File: config.mk
export PLATFORM = sky130hd
export DESIGN_NAME = adder_pipe
export DESIGN_NICKNAME = d
export VERILOG_FILES = /design/src/rtl/adder_pkg.sv /design/src/rtl/adder_chunk.sv /design/src/rtl/adder_pipe.sv
export SDC_FILE = /design/constraint.sdc
export NUM_CORES = 1
export LEC_CHECK = 0
export CAP_MARGIN = 20
export CORE_UTILIZATION = 40
export DETAILED_ROUTE_END_ITERATION = 8
export SYNTH_ARGS = -nofsm -noshare
export SYNTH_HDL_FRONTEND = slang
export SYNTH_HIERARCHICAL = 1
export SYNTH_SLANG_ARGS = --single-unit
File: constraint.sdc
create_clock -name clk -period 10.15 [get_ports clk]
set_input_delay 3.045 -clock clk [delete_from_list [all_inputs] [get_ports clk]]
set_output_delay 3.045 -clock clk [all_outputs]
set_load 0.01 [all_outputs]
File: src/rtl/adder_pkg.sv
// Shared types and helpers for the pipelined adder/subtractor.
// Holds the 1-bit full-adder cell, chunk sizing and the signed-overflow rule.
package adder_pkg;

  // Per-stage control bits; the width-dependent operand/result fields live
  // in a stage record declared inside adder_pipe.
  typedef struct packed {
    logic valid;
    logic carry;
  } stage_ctrl_t;

  function automatic int chunk_width(input int width, input int stages);
    return (stages > 0) ? width / stages : width;
  endfunction

  // Returns {carry, sum} of one full-adder cell.
  function automatic logic [1:0] full_add(input logic x, input logic y, input logic ci);
    logic s;
    logic co;
    s  = x ^ y ^ ci;
    co = (x & y) | (ci & (x ^ y));
    return {co, s};
  endfunction

  // Signed overflow: operands agree in sign but the result does not.
  function automatic logic overflow_detect(input logic a_msb, input logic b_msb,
                                           input logic c_msb);
    return (a_msb == b_msb) && (c_msb != a_msb);
  endfunction

endpackage

File: src/rtl/adder_chunk.sv
// Combinational ripple-carry adder for one pipeline chunk, built from
// full-adder cells; one instance per pipeline stage.
module adder_chunk
  import adder_pkg::*;
#(
  parameter int WIDTH = 8
) (
  input  logic [WIDTH-1:0] a,
  input  logic [WIDTH-1:0] b,
  input  logic             carry_in,
  output logic [WIDTH-1:0] c,
  output logic             carry_out
);

  logic carry;

  always_comb begin
    // NOTE: blocking assignments are what make the ripple work here: each bit
    // reads the carry the bit below just produced in this same evaluation.
    carry = carry_in;
    c     = '0;
    for (int i = 0; i < WIDTH; i++) begin
      {carry, c[i]} = full_add(a[i], b[i], carry);
    end
  end

  assign carry_out = carry;

endmodule

File: src/rtl/adder_pipe.sv
// Pipelined adder/subtractor: WIDTH bits split into STAGES chunks, one chunk
// added per registered stage, valid/ready handshake with bubble collapse.
module adder_pipe
  import adder_pkg::*;
#(
  parameter int WIDTH  = 32,
  parameter int STAGES = 4
) (
  input  logic             clk,
  input  logic             rst,
  input  logic             in_valid,
  output logic             in_ready,
  input  logic [WIDTH-1:0] a,
  input  logic [WIDTH-1:0] b,
  input  logic             carry_in,
  input  logic             sub,
  output logic             out_valid,
  input  logic             out_ready,
  output logic [WIDTH-1:0] c,
  output logic             carry_out,
  output logic             overflow
);

  localparam int CHUNK = chunk_width(WIDTH, STAGES);
  localparam int LAST  = STAGES - 1;

  if (STAGES < 1 || STAGES > WIDTH || (WIDTH % STAGES) != 0) begin : g_bad_params
    $error("adder_pipe: WIDTH=%0d must be a multiple of STAGES=%0d with 1 <= STAGES <= WIDTH",
           WIDTH, STAGES);
  end

  // Each stage carries the full operands and the partially built result;
  // chunks below the stage index of c are final, chunks above are still zero.
  typedef struct packed {
    stage_ctrl_t      ctrl;
    logic [WIDTH-1:0] a;
    logic [WIDTH-1:0] b;
    logic [WIDTH-1:0] c;
  } stage_t;

  stage_t            pipe_q   [STAGES];
  stage_t            stage_in [STAGES];
  stage_t            stage_d  [STAGES];
  logic [CHUNK-1:0]  sum      [STAGES];
  logic              cout     [STAGES];
  logic [STAGES-1:0] valid;
  logic [STAGES-1:0] adv;
  logic              down_ready;
  logic [WIDTH-1:0]  b_eff;
  logic              cin_eff;

  // Subtraction is a + ~b + 1; carry_in is ignored in that mode.
  assign b_eff   = sub ? ~b : b;
  assign cin_eff = sub | carry_in;

  always_comb begin : input_select
    stage_in[0].ctrl.valid = in_valid;
    stage_in[0].ctrl.carry = cin_eff;
    stage_in[0].a          = a;
    stage_in[0].b          = b_eff;
    stage_in[0].c          = '0;
    for (int k = 1; k < STAGES; k++) begin
      stage_in[k] = pipe_q[k-1];
    end
  end

  for (genvar k = 0; k < STAGES; k++) begin : g_chunk
    adder_chunk #(
      .WIDTH(CHUNK)
    ) u_chunk (
      .a        (stage_in[k].a[k*CHUNK +: CHUNK]),
      .b        (stage_in[k].b[k*CHUNK +: CHUNK]),
      .carry_in (stage_in[k].ctrl.carry),
      .c        (sum[k]),
      .carry_out(cout[k])
    );
  end

  always_comb begin : stage_next
    for (int k = 0; k < STAGES; k++) begin
      stage_d[k]                     = stage_in[k];
      stage_d[k].ctrl.carry          = cout[k];
      stage_d[k].c[k*CHUNK +: CHUNK] = sum[k];
    end
  end

  always_comb begin : valid_vector
    valid = '0;
    for (int k = 0; k < STAGES; k++) begin
      valid[k] = pipe_q[k].ctrl.valid;
    end
  end

  // A stage may take new contents when it is empty or its occupant moves on;
  // the chain runs from the consumer back to the input.
  always_comb begin : ready_chain
    adv        = '0;
    down_ready = out_ready;
    for (int k = LAST; k >= 0; k--) begin
      adv[k]     = !valid[k] || down_ready;
      down_ready = adv[k];
    end
  end

  always_ff @(posedge clk or posedge rst) begin
    if (rst) begin
      // NOTE: every stage register is cleared on reset, data included, so a
      // discarded transaction can never surface on c after reset releases.
      for (int k = 0; k < STAGES; k++) begin
        pipe_q[k] <= '0;
      end
    end else begin
      for (int k = 0; k < STAGES; k++) begin
        if (adv[k]) begin
          pipe_q[k] <= stage_d[k];
        end
      end
    end
  end

  assign in_ready  = !rst && adv[0];
  assign out_valid = pipe_q[LAST].ctrl.valid;
  assign c         = pipe_q[LAST].c;
  assign carry_out = pipe_q[LAST].ctrl.carry;
  assign overflow  = overflow_detect(pipe_q[LAST].a[WIDTH-1], pipe_q[LAST].b[WIDTH-1],
                                     pipe_q[LAST].c[WIDTH-1]);

endmodule

==> results of run 1 <==
worst paths after layout:
kind | startpoint | end | slack, ps | cells after the start
min | pipe_q[291]$_DFFE_PP0P_ | pipe_q[291]$_DFFE_PP0P_ | 460 | 2
max | out_ready | in_ready | 2300 | 6
min reg2reg | pipe_q[291]$_DFFE_PP0P_ | pipe_q[291]$_DFFE_PP0P_ | 460 | 2
max reg2reg | pipe_q[276]$_DFFE_PP0P_ | pipe_q[121]$_DFFE_PP0P_ | 6290 | 13
max in group asynchronous | rst | c[23]$_DFFE_PP0P_ | 5630 | 3
min in group asynchronous | rst | pipe_q[342]$_DFFE_PP0P_ | 3230 | 2
state kept, by name, summed over array words and instances (netlist names):
signal     count
c             32
carry_out      1
out_valid      1
pipe_q       152
metrics by stage:
step | power [mW] | std cells
global route | 2.582 | 1025
floorplan | 1.546 | 676
finish | 2.430 | 1025
global placement | 1.737 | 992
detailed placement | 1.764 | 992
CTS | 2.466 | 1024
cells by family (layout without fill, tap and decap cells):
kind of cell	after synthesis	after routing	share of synthesized area, %
AO/OA/AOI/OAI	25	25	1.515
XOR/XNOR	32	32	3.393
adder cells (fa/ha/maj)	32	32	7.756
buffers and inverters	106	185	6.878
flip-flops	186	186	56.36
multiplexers	109	109	14.86
AND/OR/NAND/NOR	186	186	9.241
layer usage:
layer / vias up / track usage (%)
li1: 2263 / -
met1: 2308 / 22.05
met2: 93 / 23.35
met3: 20 / 2.978
met4: 0 / 6.474
met5: - / 0
area by class of cell:
class	count	area (um2)	share of cell area, %
Clock inverter	14	197.7	1.992
Multi-Input combinational cell	384	3040	30.64
Timing Repair Buffer	112	1102	11.11
Inverter	41	161.4	1.627
Sequential cell	186	4654	46.90
Tap cell	270	337.8	3.404
Clock buffer	18	429.2	4.325
cells in the mapped netlist:
cell / n
nand4b_1: 1
o21ai_0: 25
fa_1: 32
nand2b_1: 5
and2_1: 1
nor2_1: 2
mux2_1: 29
inv_1: 41
clkbuf_2: 1
nand2_2: 1
mux2_2: 80
nand2_1: 149
dfrtp_1: 186
xor2_1: 8
clkbuf_1: 8
and4b_1: 1
buf_2: 21
buf_6: 3
or2_2: 1
buf_4: 32
nand3_1: 24
nand3b_1: 1
xnor2_1: 24
power by group:
part | total, mW | switching [mW] | internal [mW]
registers | 1.09 | 0.127 | 0.966
logic | 0.638 | 0.269 | 0.369
clock network | 0.699 | 0.285 | 0.414
total | 2.43 | 0.681 | 1.75
worst max-delay path: stages:
cell,delay [ps]
clkdlybuf4s50_1,500
and4b_2,240
and2_1,150
buf_4,220
nor2_1,110
clkdlybuf4s50_1,540
==> metrics.txt, run 1 <==
pre-CTS setup slack 2303 ps; largest net degree at the start of global routing 126; met2 WL 6696 um; Max Used Layer met4; clock tree buffer depth 2; VDD IR max 0.0001292 V; post-synth top area cell dfrtp_1; sequential-to-total area share from yosys stat 56.36%; post-route cell area 9923 um2; post-synthesis sequential element count 186; Worst EP required 7110 ps; critical path capture point type output port; hold_ws 460.4 ps; DR vias/cell 4.570; die span in y 145.7 um; vias in the first global route 4938; final worst path period share 77.38%; CTS Sinks 186; Yosys cell types 23; DR iter-0 viols 202; # Post-CTS Setup Buffers 0; Syn Inst Count 676; initial core utilization 40.82%; mapped cell area 8259 um2; diode count 0; startpoint type of the worst setup path primary input; Max-Cap Viols 0; total number of vias 4684; DR WL/cell 14.57 um; GR Overflow Total 0; LEAKAGE 4.433 nW; Fin. Hold Viols 0; I/O Buffers 105; WL final 14930 um; worst path arrival time 4810 ps; setup TNS 0 ps; CTS tree yes; first-pass GRT wire length 25670 um; Worst Path Max Fanout 25; fill cell count 1809; drt pass-1 iters 4; Ports 106; largest cells by area after synthesis dfrtp_1 (56%), mux2_2 (11%), fa_1 (7.8%), nand2_1 (6.8%), mux2_1 (4.0%); clock transition at the registers of the reported paths 60 ps; Avg Cell Area, Syn 12.22 um2; setup violators final 0; # rows 52; P&R area growth vs syn 20.15%; final worst setup slack 2296 ps; H-Tree Depth 4; CTS root buffer clkbuf_16; Fin Clk Skew 9.388 ps; # DRC 0; most frequent cells in the layout dfrtp_1 (186), nand2_1 (149), clkdlybuf4s50_1 (104), mux2_2 (80), inv_1 (40); PD cells 244.9 nW/um2; Worst Tran Pin Value 974.5 ps; status completed; Final Util 49.04%; minimum clock period 7854 ps; Final #Nets 844; layout cells sized above 1 16.42%; Placer Congestion 0.7544; GRT Total Usage 15.52%; placed inst area 9285 um2; syn_nets 778; RSZ-0062 raised after global routing no; Final Max Tran Viols 0; post-CTS resize count 0; worst skew pair latency 430 ps; die width 145.7 um; Relative slew margins 35.03%; Setup CP Type in2out; die footprint 21230 um2; dpl hpwl 10100 um; number of antenna violations at the first check in global routing 0; Core Area 20230 um2; DRT antenna net count 0; Hold Crit Class reg2reg; Yosys Warn Count 6; Post-Route M1 WL 7467 um; maximum clock rate 127.3 MHz; area share of the largest cell type after synthesis 56.36%; most common cell after layout, fill and taps aside dfrtp_1; cts bufs inserted 17; CTS Hold Bufs 0; met3 routed WL 491 um
No activity file was read; power rests on OpenSTA's default activity.
==> inputs of run 2 (changes only) <==
clock period = 7.3 ns   (was 10.15 ns; I/O delays follow)
==> metrics.txt, run 2 (same netlist as run 1, synthesis figures left out) <==
most frequent cells in the layout dfrtp_1 (186), nand2_1 (149), clkdlybuf4s50_1 (104), mux2_2 (80), inv_1 (40); Worst R2R End pipe_q[121]$_DFFE_PP0P_; status completed; drt pass-1 iters 4 (unchanged); most common cell after layout, fill and taps aside dfrtp_1; startpoint type of the worst setup path primary input; critical path capture point type output port; switch share 28.51% (+0.49 points); Largest stage delay, worst path 540 ps (about the same); Pint 2.386 mW (+36%); worst skew pair latency 430 ps (about the same); LEAKAGE 4.428 nW (-0.12%); minimum clock period 5998 ps; setup violators final 0 (unchanged); critical-path cell list clkdlybuf4s50_1 > and4b_2 > and2_1 > nor2_1 > clkdlybuf4s50_1; final worst setup slack 1302 ps (-993.3 ps); Hold Crit Class reg2reg; worst hold path depth 2 (unchanged); logic gate share of total power 26.7% (+0.4 points); Largest Register pipe_q; vias in the first global route 4981 (+0.87%); Worst Path Max Fanout 4 (-84%); Hold Crit Start pipe_q[198]$_DFFE_PP0P_; die width 145.7 um (unchanged); Ports 106 (unchanged); PD cells 337.0 nW/um2 (+38%); DR vias/cell 4.571 (about the same); CTS Sinks 186 (unchanged); Relative slew margins 37.03% (+2.0 points); Setup CP Type in2out; diode count 0 (unchanged); maximum clock rate 166.7 MHz; Fin. Hold Viols 0 (unchanged); final worst path period share 82.16%; VDD IR max 0.0001472 V (+14%); number of antenna violations at the first check in global routing 0 (unchanged); Worst EP required 5110 ps (-2000 ps); clock tree buffer depth 2 (unchanged); die span in y 145.7 um (unchanged); Core Area 20230 um2 (unchanged); GRT Total Usage 15.70% (+0.18 points); Buf+Inv Stages, Crit Path 2 (-1); CTS Hold Bufs 0 (unchanged); setup TNS 0 ps (unchanged); Final Util 48.94% (-0.11 points); H-Tree Depth 4 (unchanged); # Post-CTS Setup Buffers 0 (unchanged); R2R cell count 13 (unchanged); P_sw 0.9515 mW (+40%); initial core utilization 40.82% (unchanged); die footprint 21230 um2 (unchanged); Worst Tran Pin Value 944.6 ps (-29.90 ps); worst reg2reg path startpoint pipe_q[276]$_DFFE_PP0P_; I/O Buffers 105 (unchanged); Placer Congestion 0.7367 (-2.3%); largest net degree at the start of global routing 134 (+6.3%); CP max-delay cell clkdlybuf4s50_1; # rows 52 (unchanged); hold_ws 460.7 ps (+0.2990 ps); WL final 15100 um (+1.2%); first-pass GRT wire length 26150 um (+1.9%); GR Overflow Total 0 (unchanged); DRT antenna net count 0 (unchanged); post-CTS resize count 0 (unchanged); CTS tree yes; clock power share 27.6% (-1.2 points); Max-Cap Viols 0 (unchanged); pre-CTS setup slack 1091 ps (-1212 ps); worst hold endpoint pipe_q[198]$_DFFE_PP0P_; dpl hpwl 10370 um (+2.6%); part of the power in registers 45.6% (+0.6 points); layout cells sized above 1 16.40% (-0.022 points); cts bufs inserted 17 (unchanged); total number of vias 4690 (+0.13%); worst path arrival time 3810 ps (-1000 ps); r2r setup slk 3450 ps (-2840 ps); fill cell count 1841 (+1.8%); CTS root buffer clkbuf_16; Final Max Tran Viols 0 (unchanged); # DRC 0 (unchanged); CP most frequent cell clkdlybuf4s50_1; RSZ-0062 raised after global routing no; CP top delay family buffers and inverters; Final #Nets 845 (+0.12%); P&R area growth vs syn 19.89%; DR WL/cell 14.72 um (+1.1%); clock transition at the registers of the reported paths 60 ps (about the same); Fin Clk Skew 13.18 ps (+3.789 ps); Largest register FFs 152 (unchanged); DR iter-0 viols 229 (+13%)
[run 2: cell count changes in the layout (fill, tap and decap cells not counted), sizes merged]
cell	previous run	this run
clkbuf	18	21
inv	42	45
bufinv	4	2
clkinv	7	4
clkinvlp	2	1
buf	8	9
[run 2: final cells by class]
cell class | instances | area [um2] | share of cell area [%]
flip-flops and latches | 186 | 4654 | 47.01
repair buffers | 113 | 1114 | 11.25
well taps | 270 | 337.8 | 3.412
multi-input cells | 384 | 3040 | 30.71
inverters | 41 | 161.4 | 1.630
clock inverters | 11 | 133.9 | 1.352
clock buffers | 21 | 460.4 | 4.650
[run 2: worst min-delay path: stages, from the launching register on]
cell     delay, ps
dfrtp_1        340
nand2_1         50
nand2_1         50
[run 2: worst max-delay path by stage]
stage              start                       to  slack [ps]  cells after the start
2_1_floorplan        rst         c[0]$_DFFE_PP0P_          50                      1
5_1_grt        out_ready                 in_ready        1250                      5
3_5_place_dp    carry_in  pipe_q[301]$_DFFE_PP0P_        1090                     15
3_3_place_gp    carry_in  pipe_q[301]$_DFFE_PP0P_        1180                     15
6_report       out_ready                 in_ready        1300                      5
4_1_cts        out_ready                 in_ready        1310                      5
[run 2: metal layers]
layer	vias to the layer above	wire length, um	GRT usage (%)
met3	13	462	3.636
li1	2261	-	-
met5	-	0	0
met2	89	7023	23.76
met4	0	140	4.579
met1	2327	7478	22.57
[run 2: power by group through the flow]
stage / Sequential (mW) / Clock, mW / Combinational, mW
global placement: 1.53 / 0 / 0.884
CTS: 1.53 / 0.949 / 0.913
finish: 1.52 / 0.922 / 0.892
global route: 1.57 / 0.990 / 0.999
detailed placement: 1.55 / 0 / 0.908
floorplan: 1.49 / 0 / 0.664
[run 2: metrics by stage]
step / power, mW / area (um2) / cells
after global routing: 3.559 / 9902 / 1026
after floorplan: 2.149 / 8259 / 676
final: 3.337 / 9902 / 1026
after CTS: 3.391 / 9887 / 1025
after detailed placement: 2.458 / 9293 / 993
after global placement: 2.417 / 9293 / 993
==> inputs of run 3 (changes only) <==
clock period = 5.65 ns   (was 7.3 ns; I/O delays follow)
==> metrics.txt, run 3 (same netlist as run 1, synthesis figures left out) <==
status completed; Largest register FFs 152 (unchanged); total number of vias 4707 (+0.36%); I/O Buffers 105 (unchanged); Hold Crit Class reg2reg; DRT antenna net count 0 (unchanged); Largest stage delay, worst path 410 ps (-130 ps); clock tree buffer depth 2 (unchanged); DR vias/cell 4.588 (+0.36%); CTS Sinks 186 (unchanged); fill cell count 1823 (-0.98%); cts bufs inserted 17 (unchanged); LEAKAGE 4.433 nW (+0.11%); most frequent cells in the layout dfrtp_1 (186), nand2_1 (149), clkdlybuf4s50_1 (104), mux2_2 (80), inv_1 (40); post-route cell area 9908 um2 (about the same); RSZ-0062 raised after global routing no; initial core utilization 40.82% (unchanged); non-filler cells, final 1026 (unchanged); clock transition at the registers of the reported paths 60 ps (about the same); WL final 15400 um (+2.0%); critical path capture point type register; maximum clock rate 189.3 MHz; drt pass-1 iters 4 (unchanged); # DRC 0 (unchanged); CP max-delay cell clkdlybuf4s50_1; worst skew pair latency 420 ps (about the same); CTS root buffer clkbuf_16; die footprint 21230 um2 (unchanged); # Post-CTS Setup Buffers 0 (unchanged); Worst EP required 6010 ps (+900 ps); Final Max Tran Viols 0 (unchanged); Worst Path Max Fanout 1 (-3); CTS tree yes; # rows 52 (unchanged); setup violators final 0 (unchanged); GR Overflow Total 0 (unchanged); Ports 106 (unchanged); GRT Total Usage 15.84% (+0.15 points); die span in y 145.7 um (unchanged); worst reg2reg path startpoint pipe_q[276]$_DFFE_PP0P_; VDD IR max 0.0001751 V (+19%); largest net degree at the start of global routing 163 (+22%); Worst R2R End pipe_q[121]$_DFFE_PP0P_; vias in the first global route 5013 (+0.64%); Setup CP Type in2reg; DR iter-0 viols 183 (-20%); CTS Hold Bufs 0 (unchanged); r2r setup slk 1750 ps (-1700 ps); Hold Crit Start pipe_q[200]$_DFFE_PP0P_; first-pass GRT wire length 26250 um (+0.37%); Largest Register pipe_q; critical-path cell list clkdlybuf4s50_1 > or2_2 > fa_1 > inv_1 > fa_1 > inv_1 > fa_1 > fa_1 > fa_1 > fa_1 > fa_1 > inv_1 > fa_1 > inv_1 > mux2_1; Fin. Hold Viols 0 (unchanged); worst hold endpoint pipe_q[200]$_DFFE_PP0P_; dpl cells 995 (+0.20%); minimum clock period 5282 ps; layout cells sized above 1 16.40% (unchanged); Max-Cap Viols 0 (unchanged); CP most frequent cell fa_1; DR WL/cell 15.01 um (+2.0%); pre-CTS setup slack -127.1 ps (-1218 ps); final worst path period share 93.49%; most common cell after layout, fill and taps aside dfrtp_1; Worst Tran Pin Value 975.4 ps (+30.80 ps); Final #Nets 846 (+0.12%); total power 4.328 mW (+30%); die width 145.7 um (unchanged); final worst setup slack 367.7 ps (-934.7 ps); startpoint type of the worst setup path primary input; placed inst area 9316 um2 (+0.26%); setup TNS 0 ps (unchanged); diode count 0 (unchanged); worst path arrival time 5640 ps (+1830 ps); Fin Clk Skew 8.294 ps (-4.882 ps); Relative slew margins 34.97% (-2.1 points); Placer Congestion 0.7452 (+1.2%); P&R area growth vs syn 19.97% (about the same); H-Tree Depth 4 (unchanged); PD cells 436.8 nW/um2 (+30%); worst hold path depth 2 (unchanged); R2R cell count 13 (unchanged); post-CTS resize count 0 (unchanged); dpl hpwl 10480 um (+1.1%); Core Area 20230 um2 (unchanged); number of antenna violations at the first check in global routing 0 (unchanged)
[run 3: changes by cell type in the layout (fill, tap and decap cells not counted)]
cell and delta:
buf_4 +1, inv_8 -1, buf_12 +1, clkbuf_8 -1
buf_8 -1, clkinv_4 -1, bufinv_16 +1, inv_6 -2
clkinv_2 +3
[run 3: final cells by class]
cell class                      instances  area, um2  area share (%)
Sequential cell                       186       4654           46.98
Multi-Input combinational cell        384       3040           30.69
Timing Repair Buffer                  114       1126           11.37
Clock buffer                           20      446.7           4.508
Tap cell                              270      337.8           3.410
Inverter                               41      157.7           1.591
Clock inverter                         11      145.1           1.465
[run 3: worst max-delay path by stage]
stage                   from                 endpoint  slack [ps]  cells past startpoint
finish              carry_in  pipe_q[301]$_DFFE_PP0P_         370                     15
global placement    carry_in  pipe_q[301]$_DFFE_PP0P_          20                     15
CTS                 carry_in  pipe_q[301]$_DFFE_PP0P_         350                     15
floorplan                sub  pipe_q[301]$_DFFE_PP0P_         160                     16
global route        carry_in  pipe_q[301]$_DFFE_PP0P_         210                     15
detailed placement  carry_in  pipe_q[301]$_DFFE_PP0P_        -130                     15
[run 3: per-layer routing]
layer | vias up | share of wire [%] | track usage (%)
met5 | - | 0 | 0
met3 | 12 | 3.1 | 2.884
met2 | 102 | 46 | 24.31
met4 | 0 | 0.96 | 5.684
met1 | 2335 | 50 | 22.61
li1 | 2258 | - | -
[run 3: critical path: cells and delay by family]
family / cells / cell delay, ps
fa+ha+maj: 8 / 2870
buf+inv: 5 / 680
mux: 1 / 120
simple gates: 1 / 290
[run 3: per-stage QoR]
step                utilization, %  hold slack, ps
floorplan                        -           433.1
global placement             46.04           445.2
detailed placement           46.04           452.9
CTS                          48.97           468.5
global route                 48.97           490.1
finish                       48.97           462.4
[run 3: report_power, final]
group	switching (mW)	leakage (nW)	internal, mW
clock	0.491	0.294	0.707
combinational	0.498	1.95	0.665
sequential	0.231	2.19	1.74
total	1.22	4.43	3.11
